===== config.mk =====
export PLATFORM = sky130hd
export DESIGN_NAME = wormhole_out_arbiter
export DESIGN_NICKNAME = d
export VERILOG_FILES = /design/src/rtl/wormhole_out_arbiter_pkg.sv /design/src/rtl/rr_arbiter.sv /design/src/rtl/wormhole_out_arbiter.sv
export SDC_FILE = /design/constraint.sdc
export NUM_CORES = 1
export LEC_CHECK = 0
export CORE_ASPECT_RATIO = 0.75
export CORE_MARGIN = 5
export CORE_UTILIZATION = 41
export CTS_BUF_LIST = sky130_fd_sc_hd__clkbuf_4
export CTS_CLUSTER_DIAMETER = 120
export DETAILED_ROUTE_END_ITERATION = 12
export HOLD_SLACK_MARGIN = 0.05
export PLACE_DENSITY = 0.84
export SYNTH_ARGS = -nofsm -noshare
export SYNTH_HDL_FRONTEND = slang
export SYNTH_SLANG_ARGS = --single-unit

===== constraint.sdc =====
create_clock -name clk -period 3.6 [get_ports clk]
set_input_delay 0.36 -clock clk [delete_from_list [all_inputs] [get_ports clk]]
set_output_delay 0.36 -clock clk [all_outputs]
set_load 0.005 [all_outputs]

===== src/rtl/wormhole_out_arbiter_pkg.sv =====
// Shared flit encoding, field widths and FSM state type for the wormhole
// output-port arbiter.
package wormhole_out_arbiter_pkg;

   localparam int unsigned DATA_W = 32;
   localparam int unsigned TYPE_W = 3;
   localparam int unsigned LEN_W  = 12;

   localparam logic [TYPE_W-1:0] HEADER  = 3'd1;
   localparam logic [TYPE_W-1:0] PAYLOAD = 3'd2;
   localparam logic [TYPE_W-1:0] TAIL    = 3'd3;

   typedef enum logic {
      ST_IDLE   = 1'b0,
      ST_LOCKED = 1'b1
   } arb_state_e;

endpackage


===== src/rtl/rr_arbiter.sv =====
// Combinational round-robin picker: first set request at or after ptr_i,
// scanning upward with wrap-around.
module rr_arbiter #(
   parameter int unsigned N_IN  = 4,
   parameter int unsigned PTR_W = $clog2(N_IN)
) (
   input  logic [N_IN-1:0]  req_i,
   input  logic [PTR_W-1:0] ptr_i,
   output logic [N_IN-1:0]  gnt_o,
   output logic [PTR_W-1:0] idx_o,
   output logic             valid_o
);

   logic             found;
   logic [PTR_W-1:0] j;

   always_comb begin
      gnt_o = '0;
      idx_o = '0;
      found = 1'b0;
      j     = '0;
      for (int unsigned k = 0; k < N_IN; k++) begin
         j = PTR_W'((32'(ptr_i) + k) % N_IN);
         if (!found && req_i[j]) begin
            found    = 1'b1;
            gnt_o[j] = 1'b1;
            idx_o    = j;
         end
      end
   end

   assign valid_o = found;

endmodule


===== src/rtl/wormhole_out_arbiter.sv =====
// Packet-level round-robin owner of one downstream FIFO write port; the grant
// is held from HEADER to TAIL and packet length is checked against p_length.
module wormhole_out_arbiter
   import wormhole_out_arbiter_pkg::*;
#(
   parameter int unsigned N_IN       = 4,
   parameter int unsigned DATA_WIDTH = DATA_W,
   parameter int unsigned PTR_W      = $clog2(N_IN)
) (
   input  logic                       clk,
   input  logic                       rst,
   input  logic [N_IN-1:0]            in_empty,
   input  logic [N_IN*DATA_WIDTH-1:0] in_data,
   output logic [N_IN-1:0]            rd_en,
   input  logic                       out_ready,
   output logic                       wr_en,
   output logic [DATA_WIDTH-1:0]      data_out,
   output logic [N_IN-1:0]            grant,
   output logic                       pkt_err
);

   localparam int unsigned TYPE_MSB = DATA_WIDTH - 1;
   localparam int unsigned LEN_MSB  = DATA_WIDTH - 1 - TYPE_W;

   arb_state_e                            state_q, state_d;
   logic [PTR_W-1:0]                      rr_ptr_q, rr_ptr_d;
   logic [PTR_W-1:0]                      gidx_q, gidx_d;
   logic [N_IN-1:0]                       grant_q, grant_d;
   logic [LEN_W-1:0]                      rem_q, rem_d;
   logic                                  first_q, first_d;

   logic [N_IN-1:0][DATA_WIDTH-1:0]       heads;
   logic [N_IN-1:0]                       cand_gnt;
   logic [PTR_W-1:0]                      cand_idx;
   logic                                  cand_valid;
   logic [TYPE_W-1:0]                     cand_type;
   logic [DATA_WIDTH-1:0]                 cur_flit;
   logic [TYPE_W-1:0]                     cur_type;
   logic [LEN_W-1:0]                      cur_len;
   logic [LEN_W-1:0]                      len_eff;
   logic                                  done;

   function automatic logic [PTR_W-1:0] ptr_inc(input logic [PTR_W-1:0] p);
      return (p == PTR_W'(N_IN - 1)) ? '0 : p + PTR_W'(1);
   endfunction

   assign heads     = in_data;
   assign cand_type = heads[cand_idx][TYPE_MSB -: TYPE_W];
   assign cur_flit  = heads[gidx_q];
   assign cur_type  = cur_flit[TYPE_MSB -: TYPE_W];
   assign cur_len   = cur_flit[LEN_MSB -: LEN_W];
   assign grant     = grant_q;

   rr_arbiter #(
      .N_IN  (N_IN),
      .PTR_W (PTR_W)
   ) u_rr (
      .req_i   (~in_empty),
      .ptr_i   (rr_ptr_q),
      .gnt_o   (cand_gnt),
      .idx_o   (cand_idx),
      .valid_o (cand_valid)
   );

   // Next-state and strobes; strobes are combinational from the grant register.
   always_comb begin
      state_d  = state_q;
      rr_ptr_d = rr_ptr_q;
      gidx_d   = gidx_q;
      grant_d  = grant_q;
      rem_d    = rem_q;
      first_d  = first_q;
      rd_en    = '0;
      wr_en    = 1'b0;
      data_out = '0;
      pkt_err  = 1'b0;
      len_eff  = '0;
      done     = 1'b0;

      case (state_q)
         ST_IDLE: begin
            if (cand_valid) begin
               if (cand_type == HEADER) begin
                  grant_d = cand_gnt;
                  gidx_d  = cand_idx;
                  first_d = 1'b1;
                  state_d = ST_LOCKED;
               end else begin
                  // Orphan flit with no owning header: drop it.
                  rd_en    = cand_gnt;
                  pkt_err  = 1'b1;
                  rr_ptr_d = ptr_inc(cand_idx);
               end
            end
         end
         ST_LOCKED: begin
            data_out = cur_flit;
            if (!in_empty[gidx_q] && out_ready) begin
               rd_en   = grant_q;
               wr_en   = 1'b1;
               first_d = 1'b0;
               if (cur_type == HEADER) begin
                  len_eff = (cur_len == '0) ? LEN_W'(1) : cur_len;
                  rem_d   = len_eff - LEN_W'(1);
                  pkt_err = (cur_len == '0) || !first_q;
                  done    = first_q && (len_eff == LEN_W'(1));
               end else if (cur_type == TAIL) begin
                  pkt_err = (rem_q != LEN_W'(1));
                  done    = 1'b1;
               end else begin
                  pkt_err = (rem_q <= LEN_W'(1)) || (cur_type != PAYLOAD);
                  rem_d   = (rem_q == '0) ? '0 : rem_q - LEN_W'(1);
               end
            end
         end
         default: state_d = ST_IDLE;
      endcase

      if (done) begin
         state_d  = ST_IDLE;
         grant_d  = '0;
         rem_d    = '0;
         rr_ptr_d = ptr_inc(gidx_q);
      end

      // Nothing moves while reset is asserted, even mid-packet.
      if (rst) begin
         rd_en    = '0;
         wr_en    = 1'b0;
         data_out = '0;
         pkt_err  = 1'b0;
      end
   end

   always_ff @(posedge clk) begin
      if (rst) begin
         state_q  <= ST_IDLE;
         rr_ptr_q <= '0;
         gidx_q   <= '0;
         grant_q  <= '0;
         rem_q    <= '0;
         first_q  <= 1'b0;
      end else begin
         state_q  <= state_d;
         rr_ptr_q <= rr_ptr_d;
         gidx_q   <= gidx_d;
         grant_q  <= grant_d;
         rem_q    <= rem_d;
         first_q  <= first_d;
      end
   end

endmodule


Yosys cells after proc, flatten, opt, wreduce, memory -nomap -nowiden
Cells that the tools add are included.
Widths: inputs -> output; s select.
{ "totals": {"regBits": 22} }
{ "op_classes": {"reduce_logical": 24, "add_sub_neg": 7, "n_bitwise": 5, "n_mux": 72, "n_eq_ne": 14, "n_lt_le_gt_ge": 11} }
{ "ops": {"columns": ["cell", "count"], "rows": [
  ["$bmux 32 s2", 2],
  ["$mux 32", 4],
  ["$mux 12", 4],
  ["$mux 1", 32],
  ["$mux 4", 8],
  ["$logic_not 12->1", 2],
  ["$sub 12x1->12 const B", 2],
  ["$mux 2", 10],
  ["$lt 2x3->1 const B", 6],
  ["$eq 12x1->1 const B", 1],
  ["$le 12x1->1 const B", 1],
  ["$ne 12x1->1 const B", 1],
  ["$or 4x4->4", 3],
  ["$reduce_and 3->1", 4],
  ["$bmux 1 s2", 5],
  ["$logic_and 1x1->1", 9],
  ["$demux 1 s2", 4],
  ["$ge 2x1->1 const B", 4],
  ["$ne 2x2->1 const B", 4],
  ["$pmux 4 s2", 1],
  ["$add 2x1->2 const B", 3],
  ["$eq 3x1->1 const B", 2],
  ["$logic_not 1->1", 5],
  ["$add 2x2->2 const B", 2],
  ["other kinds (10)", 14]
]} }

Depth between registers and ports, before layout
{ "depth": {"ltp_word": 20, "ltp_mapped": 16, "depth_no_buf": 13} }

By module
A second synthesis with hierarchy kept.
{ "hier_totals": {"hier_cells": 341, "hier_area_um2": 3153.0} }
{ "modules_own_cells": {"columns": ["module", "cells_each", "instances", "area_each_um2"], "rows": [
  ["wormhole_out_arbiter", 296, 1, 2731.4],
  ["rr_arbiter", 45, 1, 421.7]
]} }

Least setup slack after synthesis
No wires, ideal clock.
{ "synth_timing": {"path_type": "register -> output", "start": "register rr_ptr_q[0]", "end": "output rd_en[0]", "stages_incl_launch_ff": 11, "n_path_buf": 1, "path_slack_ps": 192, "t_arrival_ps": 3048, "path_cell_list": "dfxtp_1 > buf_2 > inv_1 > ha_1 > mux4_2 > nand2_2 > nor2_2 > o32ai_4 > mux2i_1 > a22oi_2 > o31ai_1"} }
{ "synth_between": {"elab_chain_len": 19} }
{ "synth_lines": {"columns": ["element", "line", "text"], "rows": [
  ["start: declaration", "wormhole_out_arbiter.sv:26", "logic [PTR_W-1:0] rr_ptr_q, rr_ptr_d;"],
  ["start signal: assignment", "wormhole_out_arbiter.sv:145", "rr_ptr_q <= rr_ptr_d;"],
  ["branches (longest 16 deep; another with $add 2x1->2)", null, null],
  ["$mux 4 (*)", "wormhole_out_arbiter.sv:82", "if (cand_valid) begin"],
  ["$pmux 4 s2 (*)", "wormhole_out_arbiter.sv:80", "case (state_q)"],
  ["$mux 4 (*)", "wormhole_out_arbiter.sv:127", "if (rst) begin"],
  ["end: declaration", "wormhole_out_arbiter.sv:14", "output logic [N_IN-1:0] rd_en,"]
]} }
Every way passes the cells marked *. The select of a mux whose other input is x is not followed.

Worst setup path in the final report
{ "layout_timing": {"start": "register rr_ptr_q[1]", "end": "output rd_en[2]"} }
The elaborated chain is that of the path after synthesis.

==> out/metrics.cfg <==
[status]
status = completed

[power_and_ir_drop]
pwr-share-seq_pct = 14.4
power.switching_w = 0.0009407
ir_drop_v = 0.0003239
leakage_nw = 1.922
swShare_pct = 41.41
cellPowerDensity_mw_per_mm2 = 420.4
power_frac_comb_pct = 77.1
clkPwrFrac_pct = 8.6
p_int_w = 0.001331

[synthesis]
ys_ff_latch = 22
synth.top_cell.area_share_pct = 25.96
ys_warn_count = 0
synth_area_leader_cell = mux4_2
synth_common_cells = 37 x mux4_2, 34 x and2_1, 34 x nand2_1
syn_avg_cell_area_sq_um = 8.940
synth_area_leaders = mux4_2 26%, dfxtp_1 14%, and2_1 6.6%
ys_types = 59
synth_edf_count = 0
ys_seq_area_share_pct = 13.72
syn_area_sq_mm = 0.003209
yosys.cell_count.top_type = mux4_2
async_flop_share_pct = 0
ys.flop_type = dfxtp_1
syn_inst = 359
syn-num-nets = 504

[drt]
antenna_left = 0
drt-initial-drc-count = 191
wl_per_cell_microns = 18.81
drc = 0
drtPass1Iterations = 5
viasPerCell = 5.741
vias = 3829
drt_wl_total_microns = 12550

[final_layout]
fillers = 589
ff_latch_area_sq_um = 447.9
diodes = 0
num-nets-final = 708
area_delta_synth_final_pct = 68.38
multi_input_area_sq_mm = 0.002640
fin_cells = 667
layout-drive-gt1-share_pct = 21.17
finalInstanceArea_sq_mm = 0.005404

[setup_path]
crit_slowest_cell = mux4_2
critPathKind = reg -> out
worstPathRequired_ns = 3.24
crit_arrival_ns = 3.09
crit_chain = inv_1, ha_1, mux4_2, nand2_2, nor2_2, o32ai_4, mux2i_2, a22oi_2, buf_4, o31ai_2, clkbuf_2
slowest_delay_ns = 0.54
path_max_fanout = 4
critPathLaunchType = flip-flop
endpoint_kind = primary output

[job]
cap_violations = 0

[clock_tree]
clk_latency_ns = 0.32
cts_made_buffers = 3
cts_tree = done
cts_sinks = 22
cts_root_buffer = clkbuf_4
cts.clk_slew.worst_paths_ns = 0.13
clockBufferDepth = 2
htreeDepth = 1

[sta]
slew_headroom_pct = 63.33
skew_ns = 0.003198
hold_viol_final = 0
tightest_slew_ns = 0.5488
setup_viol = 0
worst_slack_ns = 0.1464
tns_ns = 0
fin_crit_ns = 3.454
fmax_mhz = 289.6
maxSlewViolCount = 0
period_share_pct = 95.93
hold-worst-slack_ns = 0.4906

[placed_design]
hpwl_microns = 10310
dp_slack_ns = 0.05402
dp_cells = 654
portBuffers = 176
gp_congestion = 0.9158
dpl_cell_area_sq_mm = 0.005273

[grt]
grt_first_pass_wirelength_microns = 19240
antenna_found_initial = 0
grt_overflow_total = 0
grt_start_max_net_pins = 23
grtUsageTotal_pct = 24.31
grt_pass1_vias = 3753

[floorplan]
initial_core_util_pct = 41.45
fp.dieH_microns = 86.62
num_rows = 28
die_x_microns = 112.2
pin_count = 177
core_area_sq_mm = 0.007742
die_area_sq_mm = 0.009715

[worst_hold_path]
min_path_type = reg -> reg

## path summary, 6_finish.rpt
path	slack, ns	end	start	cells past startpoint
max	0.15	rd_en[2]	rr_ptr_q[1]$_SDFFE_PP0P_	11
min	0.49	rem_q[10]$_SDFFE_PP0P_	rem_q[10]$_SDFFE_PP0P_	2
max reg2reg	0.31	rem_q[9]$_SDFFE_PP0P_	gidx_q[0]$_SDFFE_PP0P_	15
min reg2reg	0.49	rem_q[10]$_SDFFE_PP0P_	rem_q[10]$_SDFFE_PP0P_	2
## logic make-up (layout without fill, tap and decap cells)
logic type               after synthesis  in the layout  share of synthesized area [%]
adder cells (fa/ha/maj)               10             10                          3.899
multiplexers                          52             52                          30.99
XOR/XNOR                               8              8                          2.183
AND/OR/NAND/NOR                      158            158                          26.90
flip-flops                            22             22                          13.72
buffers and inverters                 32            235                          4.795
AO/OA/AOI/OAI                         77             77                          17.51
## cells in the final DEF (no fill, tap or decap), types with 4 or more instances in the layout
cell | netlist | layout
dfxtp_1 | 22 | 18
nor3b_1 | 5 | 5
nor2b_1 | 6 | 5
inv_1 | 9 | 9
nand2_1 | 34 | 34
a21oi_1 | 10 | 10
a221oi_1 | 6 | 6
or3_1 | 6 | 6
mux2i_1 | 9 | 8
a31oi_1 | 6 | 6
nor2_1 | 29 | 29
ha_1 | 10 | 10
and2_1 | 34 | 34
o21ai_0 | 16 | 14
xnor2_1 | 6 | 6
a22oi_1 | 8 | 8
mux2_2 | 5 | 4
o21ai_1 | 2 | 4
nand2b_1 | 7 | 7
mux4_2 | 37 | 37
clkdlybuf4s50_1 | 0 | 171
buf_4 | 1 | 44
nand3b_1 | 6 | 6
clkbuf_2 | 0 | 4
nor3_1 | 10 | 10
## layer usage
| metal | track usage [%] | share of wire, % |
|---|---|---|
| met3 | 4.396 | 6.7 |
| met5 | 0 | 0 |
| met4 | 4.585 | 1.0 |
| met1 | 29.66 | 41 |
| met2 | 45.38 | 51 |
## flip-flops by register name (all words and copies together) (netlist names)
name,count
grant,4
state_q,1
rr_ptr_q,2
gidx_q,2
rem_q,12
first_q,1
## power groups by stage
stage               clock [W]  combinational, W  sequential [W]
floorplan                   0           0.00106        0.000304
global placement            0           0.00161        0.000334
detailed placement          0           0.00165        0.000335
CTS                  0.000196           0.00167        0.000331
global route         0.000206           0.00188        0.000333
finish               0.000195           0.00175        0.000326
## what timing repair did
| item | in CTS | in global routing |
|---|---|---|
| hold buffers | 0 | 0 |
| gates resized for setup | 8 | 16 |
| setup buffers | 2 | 7 |
| pin swaps | 3 | 2 |
| setup endpoints to repair | 5 | 4 |
## worst max-delay path: cells and delay by family, from the launching register on
family / cells / cell delay [ns]
AO/OA/AOI/OAI: 3 / 0.70
adder cells (fa/ha/maj): 1 / 0.31
buffers and inverters: 3 / 0.38
flip-flops: 1 / 0.35
multiplexers: 2 / 0.86
AND/OR/NAND/NOR: 2 / 0.17
## cell type report
| type | instances | area share (%) |
|---|---|---|
| multi-input cells | 305 | 48.85 |
| repair buffers | 221 | 38.76 |
| flip-flops and latches | 22 | 8.289 |
| well taps | 105 | 2.431 |
| inverters | 10 | 0.6946 |
| clock inverters | 1 | 0.5557 |
| clock buffers | 3 | 0.4168 |
## metrics by stage
stage / total power [W] / utilization [%]
2_1_floorplan: 0.001366 / -
3_3_place_gp: 0.001945 / 68.10
3_5_place_dp: 0.001988 / 68.10
4_1_cts: 0.002198 / 69.04
5_1_grt: 0.002416 / 69.80
6_report: 0.002272 / 69.80
Power figures use the tool's default switching activity.
